## config.mk

```make
export PLATFORM = sky130hd
export DESIGN_NAME = instruction_fetch_unit
export DESIGN_NICKNAME = d
export VERILOG_FILES = /design/src/rtl/instruction_fetch_unit.sv
export SDC_FILE = /design/constraint.sdc
export NUM_CORES = 1
export LEC_CHECK = 0
export BUFFER_PORTS_ARGS = -buffer_cell sky130_fd_sc_hd__buf_2
export CORE_MARGIN = 5
export CORE_UTILIZATION = 46
export DETAILED_ROUTE_END_ITERATION = 7
export PLACE_DENSITY = 0.79
export SYNTH_ARGS = -nofsm -noshare
export SYNTH_HDL_FRONTEND = slang
export SYNTH_SLANG_ARGS = --single-unit
```

## constraint.sdc

```tcl
create_clock -name Clk -period 6.8 [get_ports Clk]
set_input_delay 0.34 -clock Clk [delete_from_list [all_inputs] [get_ports Clk]]
set_output_delay 0.34 -clock Clk [all_outputs]
set_load 0.02 [all_outputs]
```

## src/rtl/instruction_fetch_unit.sv

```systemverilog
// Instruction fetch stage: PC register, instruction-memory request/ready
// handshake, one-entry IF/ID register with stall, one-entry skid buffer,
// and branch/jump redirect handling with wrong-path squashing.
module instruction_fetch_unit #(
    parameter logic [31:0] RESET_PC = 32'h0000_0000
) (
    input  logic        Clk,
    input  logic        Rst,
    input  logic        Stall,
    input  logic        Branch,
    input  logic        BranchTaken,
    input  logic [31:0] BranchOffset,
    input  logic        Jump,
    input  logic        JumpReg,
    input  logic [31:0] JumpRegTarget,
    output logic [31:0] ImemAddr,
    output logic        ImemReq,
    input  logic        ImemReady,
    input  logic [31:0] ImemData,
    output logic [31:0] InstrOut,
    output logic [31:0] PcPlus4Out,
    output logic        InstrValid,
    output logic [5:0]  OpCodeOut
);

    typedef enum logic [1:0] {
        IDLE,
        FETCH,
        SKID,
        DISCARD
    } fetchState_t;

    fetchState_t state;

    logic [31:0] skidInstr;
    logic [31:0] skidPcPlus4;
    logic [31:0] redirPc;
    logic [31:0] addrPlus4;
    logic [31:0] offsetShifted;
    logic        redir;
    logic [31:0] redirTarget;

    assign addrPlus4     = ImemAddr + 32'd4;
    assign offsetShifted = BranchOffset << 2;
    assign OpCodeOut     = InstrOut[31:26];

    // A redirect is only honoured for a live instruction that ID is consuming this cycle;
    // JR beats J, which beats a taken branch.
    always_comb begin
        redir       = 1'b0;
        redirTarget = PcPlus4Out + offsetShifted;
        if (InstrValid && !Stall) begin
            if (JumpReg) begin
                redir       = 1'b1;
                redirTarget = JumpRegTarget;
            end else if (Jump) begin
                redir       = 1'b1;
                redirTarget = {PcPlus4Out[31:28], InstrOut[25:0], 2'b00};
            end else if (Branch && BranchTaken) begin
                redir       = 1'b1;
                redirTarget = PcPlus4Out + offsetShifted;
            end
        end
    end

    // Fetch FSM: owns the PC, the request line, the IF/ID register and the skid buffer.
    always_ff @(posedge Clk or posedge Rst) begin
        if (Rst) begin
            state       <= IDLE;
            ImemAddr    <= RESET_PC;
            ImemReq     <= 1'b0;
            InstrOut    <= 32'd0;
            PcPlus4Out  <= 32'd0;
            InstrValid  <= 1'b0;
            skidInstr   <= 32'd0;
            skidPcPlus4 <= 32'd0;
            redirPc     <= RESET_PC;
        end else begin
            case (state)
                IDLE: begin
                    state   <= FETCH;
                    ImemReq <= 1'b1;
                end

                FETCH: begin
                    if (ImemReady) begin
                        if (redir) begin
                            ImemAddr   <= redirTarget;
                            redirPc    <= redirTarget;
                            InstrValid <= 1'b0;
                        end else if (!Stall) begin
                            InstrOut   <= ImemData;
                            PcPlus4Out <= addrPlus4;
                            InstrValid <= 1'b1;
                            ImemAddr   <= addrPlus4;
                        end else begin
                            skidInstr   <= ImemData;
                            skidPcPlus4 <= addrPlus4;
                            ImemAddr    <= addrPlus4;
                            state       <= SKID;
                            ImemReq     <= 1'b0;
                        end
                    end else begin
                        if (redir) begin
                            redirPc    <= redirTarget;
                            InstrValid <= 1'b0;
                            state      <= DISCARD;
                        end else if (!Stall) begin
                            InstrValid <= 1'b0;
                        end
                    end
                end

                SKID: begin
                    if (!Stall) begin
                        if (redir) begin
                            ImemAddr   <= redirTarget;
                            redirPc    <= redirTarget;
                            InstrValid <= 1'b0;
                        end else begin
                            InstrOut   <= skidInstr;
                            PcPlus4Out <= skidPcPlus4;
                            InstrValid <= 1'b1;
                        end
                        state   <= FETCH;
                        ImemReq <= 1'b1;
                    end
                end

                DISCARD: begin
                    if (ImemReady) begin
                        ImemAddr <= redirPc;
                        state    <= FETCH;
                    end
                end

                default: begin
                    state   <= IDLE;
                    ImemReq <= 1'b0;
                end
            endcase
        end
    end

endmodule
```

==> results of run 1 <==
-- cell families after synthesis --
| logic type | synth area share |
|---|---|
| AOI/OAI and AO/OA | 0.2166 |
| xor gates and xnor gates | 0.04125 |
| adders and majority gates | 0.03523 |
| buffers and inverters | 0.03768 |
| DFF | 0.4371 |
| muxes | 0.04828 |
| and+or+nand+nor | 0.1839 |
-- cells in the final DEF, fill, tap and decap left out, types with 4 or more instances in the layout --
master,instances
sky130_fd_sc_hd__ha_1,30
sky130_fd_sc_hd__inv_6,6
sky130_fd_sc_hd__nand3_1,19
sky130_fd_sc_hd__clkbuf_16,17
sky130_fd_sc_hd__a22oi_1,12
sky130_fd_sc_hd__o31ai_1,5
sky130_fd_sc_hd__inv_1,15
sky130_fd_sc_hd__nand3b_1,4
sky130_fd_sc_hd__nor2_1,133
sky130_fd_sc_hd__mux2i_1,8
sky130_fd_sc_hd__a21o_1,14
sky130_fd_sc_hd__buf_2,205
sky130_fd_sc_hd__and3_1,6
sky130_fd_sc_hd__a21oi_1,97
sky130_fd_sc_hd__dfrtp_1,196
sky130_fd_sc_hd__nand4_1,7
sky130_fd_sc_hd__o21a_1,8
sky130_fd_sc_hd__nor2b_1,4
sky130_fd_sc_hd__and2_1,5
sky130_fd_sc_hd__o21ai_1,7
sky130_fd_sc_hd__inv_8,4
sky130_fd_sc_hd__o221ai_1,10
sky130_fd_sc_hd__a21oi_2,6
sky130_fd_sc_hd__o21ai_0,118
sky130_fd_sc_hd__a31oi_1,42
sky130_fd_sc_hd__o211ai_1,9
sky130_fd_sc_hd__mux2_2,41
sky130_fd_sc_hd__xnor2_1,27
sky130_fd_sc_hd__nor3_1,17
sky130_fd_sc_hd__nand2_1,236
sky130_fd_sc_hd__nor3b_1,4
sky130_fd_sc_hd__o22ai_1,13
sky130_fd_sc_hd__xor2_1,24
sky130_fd_sc_hd__a211oi_1,6
sky130_fd_sc_hd__nand2b_1,8
sky130_fd_sc_hd__a221oi_1,8
sky130_fd_sc_hd__buf_4,12
sky130_fd_sc_hd__or3_1,6
-- state kept, by name, summed over array words and instances (netlist names) --
signal / cells
ImemAddr: 32
InstrOut: 32
PcPlus4Out: 32
redirPc: 32
skidInstr: 32
skidPcPlus4: 32
state: 2
ImemReq: 1
InstrValid: 1
-- through the flow --
stage / power, uW / cell area [um2] / setup WS [ns] / instances
floorplan: 4396 / 11220 / 1.119 / 1295
global placement: 5458 / 12410 / 3.669 / 1750
detailed placement: 5545 / 12410 / 3.661 / 1750
CTS: 6597 / 13000 / 3.639 / 1782
global route: 7065 / 13000 / 3.459 / 1782
finish: 6641 / 13000 / 3.499 / 1783
-- layer usage --
layer	vias to the layer above	global-route usage
met5	-	0
met3	87	0.07379
li1	4871	-
met1	5050	0.3486
met4	4	0.09290
met2	581	0.4192
-- report_power, final --
| group | leakage [uW] | switching [uW] | total (uW) | internal [uW] |
|---|---|---|---|---|
| Combinational | 0.00325 | 2160 | 3360 | 1200 |
| Clock | 0.000289 | 523 | 1050 | 528 |
| Sequential | 0.00232 | 524 | 2230 | 1710 |
-- area by class of cell --
cell class	instances	area share
multi-input combinational	997	0.4549
clock inverter	13	0.01213
antenna	1	0.0001925
clock buffer	19	0.03330
tap	324	0.03118
sequential	196	0.3772
inverter	16	0.005197
timing repair buffer	217	0.08584
-- path summary, 6_finish.rpt --
path                       depth (start not counted)     startpoint  slack [ns]              end
min in group Clk                                   2   ImemData[17]        0.13    skidInstr[17]
max                                                9  PcPlus4Out[3]        3.50     ImemAddr[13]
min reg2reg                                        2    redirPc[11]        0.48      redirPc[11]
max reg2reg                                        9  PcPlus4Out[3]        3.50     ImemAddr[13]
min                                                2            Rst       0.008  skidPcPlus4[24]
max in group asynchronous                          3            Rst        5.27     InstrOut[25]
-- worst register-to-register path: cells and delay by family, from the launching register on --
kind	cells	cell delay, ns
adder cells (fa/ha/maj)	1	0.35
XOR/XNOR	1	0.32
flip-flops	1	0.48
AO/OA/AOI/OAI	7	2.07
==> report_table.html, run 1 <==
<table>
<tr><th>Metric</th><th>Value</th></tr>
<tr><th colspan="2">Status</th></tr>
<tr><td>Outcome</td><td>finished clean</td></tr>
<tr><th colspan="2">STA</th></tr>
<tr><td>Worst-case hold slack</td><td>0.008318 ns</td></tr>
<tr><td>Total Negative Setup Slacks</td><td>0 ns</td></tr>
<tr><td>Final hold violation count</td><td>0</td></tr>
<tr><td>Relative slew margins</td><td>0.1754</td></tr>
<tr><td>Shortest clock period the worst path allows after layout</td><td>around 3.3 ns</td></tr>
<tr><td>Number of pins exceeding their max-slew limit in the final report</td><td>0</td></tr>
<tr><td>RSZ-0062 raised after global routing</td><td>false</td></tr>
<tr><td>Worst slew pin tran</td><td>1.230 ns</td></tr>
<tr><td>Final-report setup violation count</td><td>0</td></tr>
<tr><td>Post-route fraction of the period consumed by the critical path</td><td>0.4855</td></tr>
<tr><td>Achievable frequency</td><td>between 0.3 and 0.4 GHz</td></tr>
<tr><td>Worst clock skew</td><td>about 0.014 ns</td></tr>
<tr><th colspan="2">Detailed routing</th></tr>
<tr><td>Top metal layer carrying routed signals</td><td>met5</td></tr>
<tr><td>Pre-Repair DR Iteration Count</td><td>7</td></tr>
<tr><td>WL met2</td><td>between 15 and 20 mm</td></tr>
<tr><td>Wirelength per Cell</td><td>between 20 and 25 um</td></tr>
<tr><td>Iteration-0 DRC count of the detailed router</td><td>1,243</td></tr>
<tr><td>Antenna-violating nets left</td><td>0</td></tr>
<tr><td>Final wirelength</td><td>roughly 37 mm</td></tr>
<tr><td>Routed length on met3</td><td>around 3.6 mm</td></tr>
<tr><td>Mean number of vias per cell</td><td>slightly below 6</td></tr>
<tr><td>Wl on met1</td><td>14.90 mm</td></tr>
<tr><td>Final routed DRC violation total</td><td>0</td></tr>
<tr><td>Total number of vias</td><td>~11,000</td></tr>
<tr><th colspan="2">Min path</th></tr>
<tr><td>Class of the worst hold path</td><td>in2async</td></tr>
<tr><th colspan="2">Cells and area</th></tr>
<tr><td>Layout cell share with drive strength beyond 1</td><td>0.2284</td></tr>
<tr><td>Area added between synthesis and finish</td><td>15.85%</td></tr>
<tr><td>Area of all sequential standard cells</td><td>between 4000 and 5000 um2</td></tr>
<tr><td>Fill cells</td><td>2,232</td></tr>
<tr><td>Final nets</td><td>roughly 1,600</td></tr>
<tr><td>Final core occ</td><td>0.5378</td></tr>
<tr><td>Area taken by multi-input logic gates</td><td>5914 um2</td></tr>
<tr><th colspan="2">Synthesis</th></tr>
<tr><td>Mapped Cells</td><td>1,295</td></tr>
<tr><td>Netlist Area Pre-Place</td><td>between 10,000 and 15,000 um2</td></tr>
<tr><td>Number of warning messages in the yosys log</td><td>0</td></tr>
<tr><td>Most repeated cell in the gate-level netlist after synthesis</td><td>sky130_fd_sc_hd__nand2_1</td></tr>
<tr><td>Count of flip-flops with a built-in enable after synthesis</td><td>0</td></tr>
<tr><td>Share of the synthesized area in the top cell type</td><td>0.4371</td></tr>
<tr><td>Synthesized netlist net count</td><td>between 1,000 and 1,500</td></tr>
<tr><td>Average cell area after synthesis</td><td>just under 9 um2</td></tr>
<tr><td>Main area contributors after synthesis</td><td>sky130_fd_sc_hd__dfrtp_1, sky130_fd_sc_hd__nand2_1, sky130_fd_sc_hd__o21ai_0</td></tr>
<tr><td>Proportion of synthesized flip-flops having asynchronous set or reset</td><td>1.000</td></tr>
<tr><td>Number of distinct library cell variants in the gate-level netlist after synthesis</td><td>79</td></tr>
<tr><td>Sequential cell area fraction in the yosys report</td><td>0.4371</td></tr>
<tr><td>Ranking of synthesized cells by instance count</td><td>sky130_fd_sc_hd__nand2_1, sky130_fd_sc_hd__dfrtp_1, sky130_fd_sc_hd__nor2_1</td></tr>
<tr><td>Dominant cell type by area after synthesis</td><td>sky130_fd_sc_hd__dfrtp_1</td></tr>
<tr><td>Predominant post-synthesis flop cell</td><td>sky130_fd_sc_hd__dfrtp_1</td></tr>
<tr><td>#FFs+latches synth</td><td>196</td></tr>
<tr><th colspan="2">Clocking</th></tr>
<tr><td>Clock tree root buffer cell</td><td>sky130_fd_sc_hd__clkbuf_16</td></tr>
<tr><td>Clock-pin slew of the registers on the worst-case setup and hold paths</td><td>~0.080 ns</td></tr>
<tr><td>Cells resized by post-CTS repair</td><td>0</td></tr>
<tr><td>TritonCTS Buffers</td><td>17</td></tr>
<tr><td>H-tree levels</td><td>4</td></tr>
<tr><td>CTS tree</td><td>built</td></tr>
<tr><td>Quantity of hold-fixing buffers added after cts</td><td>0</td></tr>
<tr><td>Clock network latency to the later pin of the worst-skew pair</td><td>0.46 ns</td></tr>
<tr><td># Post-CTS Setup Buffers</td><td>0</td></tr>
<tr><td>Max Buffers Root-to-Sink</td><td>2</td></tr>
<tr><td>Clock Sinks</td><td>196</td></tr>
<tr><th colspan="2">Place</th></tr>
<tr><td>Gp weighted congestion</td><td>roughly 0.96</td></tr>
<tr><td>Placed wire-length estimate</td><td>between 20 and 30 mm</td></tr>
<tr><td>Number of buffers added on ports</td><td>roughly 200</td></tr>
<tr><th colspan="2">Critical path</th></tr>
<tr><td>Dominant delay contributor by cell family on the critical path</td><td>compound AO/OA/AOI/OAI gates</td></tr>
<tr><td>Startpoint-to-endpoint class of the critical path</td><td>reg2reg</td></tr>
<tr><td>CP required</td><td>between 7 and 8 ns</td></tr>
<tr><td>Maximum fanout along the worst path</td><td>5</td></tr>
<tr><td>Count of buffer and inverter cells on the critical path</td><td>0</td></tr>
<tr><td>Crit. End Element</td><td>flop</td></tr>
<tr><td>Maximum single-stage delay on the critical path</td><td>between 0.6 and 0.7 ns</td></tr>
<tr><td>Data arrival at the endpoint of the critical path</td><td>between 3 and 4 ns</td></tr>
<tr><td>Startpoint Class</td><td>flop</td></tr>
<tr><td>CP Cell Sequence</td><td>ha_1, a211oi_1, o211ai_2, a41oi_1, xor2_1, a21oi_1, a221oi_1, o221ai_1, o21a_1</td></tr>
<tr><td>Critical-path cell with the highest stage delay</td><td>sky130_fd_sc_hd__a221oi_1</td></tr>
<tr><th colspan="2">Global routing</th></tr>
<tr><td>Wire length of the first global-routing pass</td><td>58.48 mm</td></tr>
<tr><td>Remaining Overflow, GRT</td><td>0</td></tr>
<tr><td>Number of antenna violations at the first check in global routing</td><td>2</td></tr>
<tr><td>Largest net degree at the start of global routing</td><td>121</td></tr>
<tr><td>Via count of the first global-routing pass</td><td>just over 10,000</td></tr>
<tr><td>Total Routing Usage GR</td><td>0.2641</td></tr>
<tr><th colspan="2">Die</th></tr>
<tr><td>Width of the chip</td><td>166.2 um</td></tr>
<tr><td>Standard-cell rows</td><td>57</td></tr>
<tr><td>Die area</td><td>27,620 um2</td></tr>
<tr><td>Area inside the core boundary</td><td>~24,000 um2</td></tr>
<tr><td>IO Pins</td><td>between 200 and 250</td></tr>
<tr><td>Starting density of the core</td><td>0.4642</td></tr>
<tr><td>Die H</td><td>between 150 and 200 um</td></tr>
<tr><th colspan="2">Power</th></tr>
<tr><td>LEAKAGE</td><td>0.005864 uW</td></tr>
<tr><td>Power Density</td><td>about 510 nW/um2</td></tr>
<tr><td>Worst-case vdd ir drop</td><td>around 0.00027 V</td></tr>
<tr><th colspan="2">Job</th></tr>
<tr><td>Maximum capacitance violations</td><td>0</td></tr>
</table>
(Power assumes the default switching activity.)
==> run 2, diff against run 1 <==
--- a/config.mk
+++ b/config.mk
@@ -5,11 +5,12 @@
 export SDC_FILE = /design/constraint.sdc
 export NUM_CORES = 1
 export LEC_CHECK = 0
+export ABC_AREA = 1
 export BUFFER_PORTS_ARGS = -buffer_cell sky130_fd_sc_hd__buf_2
 export CORE_MARGIN = 5
 export CORE_UTILIZATION = 46
 export DETAILED_ROUTE_END_ITERATION = 7
-export PLACE_DENSITY = 0.79
+export PLACE_DENSITY = 0.81
 export SYNTH_ARGS = -nofsm -noshare
 export SYNTH_HDL_FRONTEND = slang
 export SYNTH_SLANG_ARGS = --single-unit
==> constraint.sdc (replaced) <==
create_clock -name Clk -period 2.7 [get_ports Clk]
set_input_delay 0.135 -clock Clk [delete_from_list [all_inputs] [get_ports Clk]]
set_output_delay 0.135 -clock Clk [all_outputs]
set_load 0.02 [all_outputs]
==> run 2 against run 1 <==
Against the previous run: synthesized cell count grew 34%; setup slack lost 3.3 ns; via count is 20% higher; clock power is 140% higher; first-iteration DRC count is 28% higher; sequential power rose to 2.5 times the previous value; global-route usage increased by 2.9 points; cell count is 29% higher; register-to-register slack got worse by 3.3 ns.
==> report_table.html, run 2 <==
<table>
<tr><th>Metric</th><th>Value</th></tr>
<tr><th colspan="2">Status</th></tr>
<tr><td>Outcome</td><td>finished clean</td></tr>
<tr><th colspan="2">STA</th></tr>
<tr><td>Shortest clock period the worst path allows after layout</td><td>2.487 ns (-0.8140 ns)</td></tr>
<tr><td>Number of pins exceeding their max-slew limit in the final report</td><td>0 (unchanged)</td></tr>
<tr><td>Worst clock skew</td><td>0.01325 ns (-0.001007 ns)</td></tr>
<tr><td>Final hold violation count</td><td>0 (unchanged)</td></tr>
<tr><td>Total Negative Setup Slacks</td><td>0 ns (unchanged)</td></tr>
<tr><td>RSZ-0062 raised after global routing</td><td>false</td></tr>
<tr><td>Final-report setup violation count</td><td>0 (unchanged)</td></tr>
<tr><td>Achievable frequency</td><td>0.4021 GHz (+33%)</td></tr>
<tr><td>Relative slew margins</td><td>0.3933 (+0.2179)</td></tr>
<tr><td>Post-route fraction of the period consumed by the critical path</td><td>0.9212 (+0.4357)</td></tr>
<tr><td>Worst slew pin tran</td><td>0.9090 ns (-0.3212 ns)</td></tr>
<tr><th colspan="2">Cells and area</th></tr>
<tr><td>Design area</td><td>14,330 um2 (+10%)</td></tr>
<tr><td>Area taken by multi-input logic gates</td><td>5914 um2 (unchanged)</td></tr>
<tr><td>Layout cell share with drive strength beyond 1</td><td>0.1497 (-0.07870)</td></tr>
<tr><td>Commonest cells after routing, fill and taps aside</td><td>sky130_fd_sc_hd__nand2_1, sky130_fd_sc_hd__inv_1, sky130_fd_sc_hd__buf_2</td></tr>
<tr><td>Area added between synthesis and finish</td><td>19.25%</td></tr>
<tr><td>Fill cells</td><td>2,418 (+8.3%)</td></tr>
<tr><td>Final nets</td><td>2,086 (+32%)</td></tr>
<tr><td>Area of all sequential standard cells</td><td>4905 um2 (unchanged)</td></tr>
<tr><td>Most common cell after layout, fill and taps aside</td><td>sky130_fd_sc_hd__nand2_1</td></tr>
<tr><th colspan="2">Critical path</th></tr>
<tr><td>Startpoint-to-endpoint class of the critical path</td><td>reg2reg</td></tr>
<tr><td>CP Cell Sequence</td><td>ha_1, nand2_1, nand2_1, nand2_1, nand3_1, nand2_1, nand2_1, nand2_1, nand2_1, o21ai_0, buf_4, nand2_1, a31oi_1</td></tr>
<tr><td>Crit. End Element</td><td>flop</td></tr>
<tr><td>Startpoint Class</td><td>flop</td></tr>
<tr><td>Data arrival at the endpoint of the critical path</td><td>2.85 ns (-0.81 ns)</td></tr>
<tr><td>CP most frequent cell</td><td>sky130_fd_sc_hd__nand2_1</td></tr>
<tr><td>Critical-path cell with the highest stage delay</td><td>sky130_fd_sc_hd__dfrtp_1</td></tr>
<tr><td>Maximum single-stage delay on the critical path</td><td>0.44 ns (-0.18 ns)</td></tr>
<tr><td>Maximum fanout along the worst path</td><td>6 (+1)</td></tr>
<tr><td>CP required</td><td>3.07 ns (-4.09 ns)</td></tr>
<tr><th colspan="2">Detailed routing</th></tr>
<tr><td>Antenna-violating nets left</td><td>0 (unchanged)</td></tr>
<tr><td>Iteration-0 DRC count of the detailed router</td><td>1,596 (+28%)</td></tr>
<tr><td>Mean number of vias per cell</td><td>5.511 (-7.2%)</td></tr>
<tr><td>Total number of vias</td><td>12,680 (+20%)</td></tr>
<tr><td>Wirelength per Cell</td><td>18.72 um (-10%)</td></tr>
<tr><td>Final routed DRC violation total</td><td>0 (unchanged)</td></tr>
<tr><td>Pre-Repair DR Iteration Count</td><td>6 (-1)</td></tr>
<tr><td>Final wirelength</td><td>43.07 mm (+16%)</td></tr>
<tr><th colspan="2">Synthesis</th></tr>
<tr><td>Mapped Cells</td><td>1,739 (+34%)</td></tr>
<tr><td>Main area contributors after synthesis</td><td>sky130_fd_sc_hd__dfrtp_1, sky130_fd_sc_hd__nand2_1, sky130_fd_sc_hd__inv_1</td></tr>
<tr><td>Count of flip-flops with a built-in enable after synthesis</td><td>0 (unchanged)</td></tr>
<tr><td>Sequential cell area fraction in the yosys report</td><td>0.4083 (-0.02877)</td></tr>
<tr><td>Netlist Area Pre-Place</td><td>12,010 um2 (+7.0%)</td></tr>
<tr><td>Share of the synthesized area in the top cell type</td><td>0.4083 (-0.02877)</td></tr>
<tr><td>Number of warning messages in the yosys log</td><td>0 (unchanged)</td></tr>
<tr><td>Dominant cell type by area after synthesis</td><td>sky130_fd_sc_hd__dfrtp_1</td></tr>
<tr><td>Average cell area after synthesis</td><td>6.908 um2 (-20%)</td></tr>
<tr><td>Proportion of synthesized flip-flops having asynchronous set or reset</td><td>1.000 (unchanged)</td></tr>
<tr><td>#FFs+latches synth</td><td>196 (unchanged)</td></tr>
<tr><td>Number of distinct library cell variants in the gate-level netlist after synthesis</td><td>40 (-49%)</td></tr>
<tr><td>Synthesized netlist net count</td><td>1,874 (+31%)</td></tr>
<tr><td>Ranking of synthesized cells by instance count</td><td>sky130_fd_sc_hd__nand2_1, sky130_fd_sc_hd__inv_1, sky130_fd_sc_hd__dfrtp_1</td></tr>
<tr><td>Predominant post-synthesis flop cell</td><td>sky130_fd_sc_hd__dfrtp_1</td></tr>
<tr><td>Most repeated cell in the gate-level netlist after synthesis</td><td>sky130_fd_sc_hd__nand2_1</td></tr>
<tr><th colspan="2">Global routing</th></tr>
<tr><td>Via count of the first global-routing pass</td><td>12,050 (+17%)</td></tr>
<tr><td>Remaining Overflow, GRT</td><td>0 (unchanged)</td></tr>
<tr><td>Number of antenna violations at the first check in global routing</td><td>3 (+1)</td></tr>
<tr><td>Total Routing Usage GR</td><td>0.2929 (+0.02884)</td></tr>
<tr><td>Wire length of the first global-routing pass</td><td>66.94 mm (+14%)</td></tr>
<tr><td>Largest net degree at the start of global routing</td><td>101 (-17%)</td></tr>
<tr><th colspan="2">Power</th></tr>
<tr><td>Gate power share</td><td>0.553 (+0.047)</td></tr>
<tr><td>Power Density</td><td>1259 nW/um2 (+150%)</td></tr>
<tr><td>Sequential fraction of design power</td><td>0.310 (-0.026)</td></tr>
<tr><td>Sw frac</td><td>0.5173 (+0.03464)</td></tr>
<tr><td>Worst-case vdd ir drop</td><td>0.0006489 V (+140%)</td></tr>
<tr><td>Switching power</td><td>9330 uW (+190%)</td></tr>
<tr><td>LEAKAGE</td><td>0.007493 uW (+28%)</td></tr>
<tr><td>Final Total Pwr</td><td>18,040 uW (+170%)</td></tr>
<tr><td>Int Pwr</td><td>8707 uW (+150%)</td></tr>
<tr><td>Clock group share of total power</td><td>0.137 (-0.021)</td></tr>
<tr><th colspan="2">Place</th></tr>
<tr><td>Placement Cell Area</td><td>13,440 um2 (+8.3%)</td></tr>
<tr><td>Number of buffers added on ports</td><td>205 (unchanged)</td></tr>
<tr><td>Placed wire-length estimate</td><td>31.99 mm (+19%)</td></tr>
<tr><td>Gp weighted congestion</td><td>0.9725 (+1.7%)</td></tr>
<tr><th colspan="2">Die</th></tr>
<tr><td>Width of the chip</td><td>171.6 um (+3.3%)</td></tr>
<tr><td>IO Pins</td><td>208 (unchanged)</td></tr>
<tr><td>Die H</td><td>171.6 um (+3.3%)</td></tr>
<tr><td>Standard-cell rows</td><td>59 (+3.5%)</td></tr>
<tr><td>Area inside the core boundary</td><td>25,910 um2 (+7.2%)</td></tr>
<tr><td>Die area</td><td>29,450 um2 (+6.6%)</td></tr>
<tr><td>Starting density of the core</td><td>0.4636 (-0.0005470)</td></tr>
<tr><th colspan="2">Clocking</th></tr>
<tr><td>Clock tree root buffer cell</td><td>sky130_fd_sc_hd__clkbuf_16</td></tr>
<tr><td>Cells resized by post-CTS repair</td><td>0 (unchanged)</td></tr>
<tr><td>Clock network latency to the later pin of the worst-skew pair</td><td>0.45 ns (about the same)</td></tr>
<tr><td>Clock Sinks</td><td>196 (unchanged)</td></tr>
<tr><td>Quantity of hold-fixing buffers added after cts</td><td>33 (+33)</td></tr>
<tr><td>Clock-pin slew of the registers on the worst-case setup and hold paths</td><td>0.08 ns (about the same)</td></tr>
<tr><td>CTS tree</td><td>built</td></tr>
<tr><td>H-tree levels</td><td>4 (unchanged)</td></tr>
<tr><td>Max Buffers Root-to-Sink</td><td>2 (unchanged)</td></tr>
<tr><td># Post-CTS Setup Buffers</td><td>0 (unchanged)</td></tr>
<tr><td>TritonCTS Buffers</td><td>17 (unchanged)</td></tr>
<tr><th colspan="2">Min path</th></tr>
<tr><td>Class of the worst hold path</td><td>in2reg</td></tr>
<tr><th colspan="2">Job</th></tr>
<tr><td>Maximum capacitance violations</td><td>0 (unchanged)</td></tr>
</table>
-- run 2: cell count changes after synthesis, moves of 9 or more --
cell,delta
sky130_fd_sc_hd__xnor2_1,-19
sky130_fd_sc_hd__clkbuf_1,-33
sky130_fd_sc_hd__o221ai_1,-10
sky130_fd_sc_hd__nand3_1,+50
sky130_fd_sc_hd__nand2_1,+372
sky130_fd_sc_hd__a31oi_1,-26
sky130_fd_sc_hd__nand2b_1,-9
sky130_fd_sc_hd__inv_1,+197
sky130_fd_sc_hd__o21ai_0,+37
sky130_fd_sc_hd__mux2_2,-41
sky130_fd_sc_hd__o211ai_1,+18
sky130_fd_sc_hd__a21o_1,-10
sky130_fd_sc_hd__buf_2,+22
-- run 2: layer usage --
layer	share of wire	up-vias	wire, um	track usage
li1	-	5961	-	-
met1	0.41	5926	17530	0.3913
met2	0.45	667	19520	0.4650
met3	0.092	125	3952	0.05884
met4	0.048	2	2067	0.1261
met5	0.00016	-	7	0
-- run 2: cell families after synthesis --
| logic type | count (synthesis) | synth area share |
|---|---|---|
| AND/OR/NAND/NOR | 844 | 0.2789 |
| AO/OA/AOI/OAI | 340 | 0.1582 |
| buffers and inverters | 300 | 0.1006 |
| flip-flops | 196 | 0.4083 |
| adder cells (fa/ha/maj) | 31 | 0.03291 |
| XOR/XNOR | 28 | 0.02104 |
-- run 2: layout make-up --
| cell class | count | area share |
|---|---|---|
| tap | 335 | 0.02926 |
| antenna | 2 | 0.0003494 |
| clock inverter | 13 | 0.008123 |
| inverter | 221 | 0.05817 |
| multi-input combinational | 1243 | 0.4129 |
| sequential | 196 | 0.3424 |
| timing repair buffer | 272 | 0.1186 |
| clock buffer | 19 | 0.03022 |
-- run 2: worst max-delay path: cells and delay by family (launching register included) --
family,cells,cell delay (ns)
AO/OA/AOI/OAI,2,0.56
adder cells (fa/ha/maj),1,0.39
buffers and inverters,1,0.24
flip-flops,1,0.44
AND/OR/NAND/NOR,9,0.77
-- run 2: power by group through the flow --
stage	registers, uW	clock network [uW]	logic, uW
after floorplan	6100	0	5620
after detailed placement	5600	0	9680
after CTS	5550	2480	9810
final	5590	2480	9970
after global routing	5730	2610	11000
after global placement	5540	0	9540
-- run 2: metrics by stage --
step,worst slack (ns),hold slack (ns),instances,utilization
CTS,0.2831,0.0008414,2299,0.5527
detailed placement,0.3390,0.1202,2234,0.5187
floorplan,0.03262,0.2516,1739,-
global placement,0.3777,0.1278,2234,0.5187
global route,0.03866,0.03674,2301,0.5529
finish,0.2128,0.005930,2301,0.5529
-- run 2: worst paths after layout --
path | depth (start not counted) | startpoint | to | slack [ns]
worst min-delay path | 3 | Stall | InstrValid | 0.006
worst max register to register | 13 | PcPlus4Out[4] | ImemAddr[11] | 0.21
worst max-delay path | 13 | PcPlus4Out[4] | ImemAddr[11] | 0.21
max in group asynchronous | 4 | Rst | PcPlus4Out[18] | 1.67
min in group asynchronous | 3 | Rst | InstrOut[1] | 0.20
worst min register to register | 2 | skidInstr[30] | skidInstr[30] | 0.48
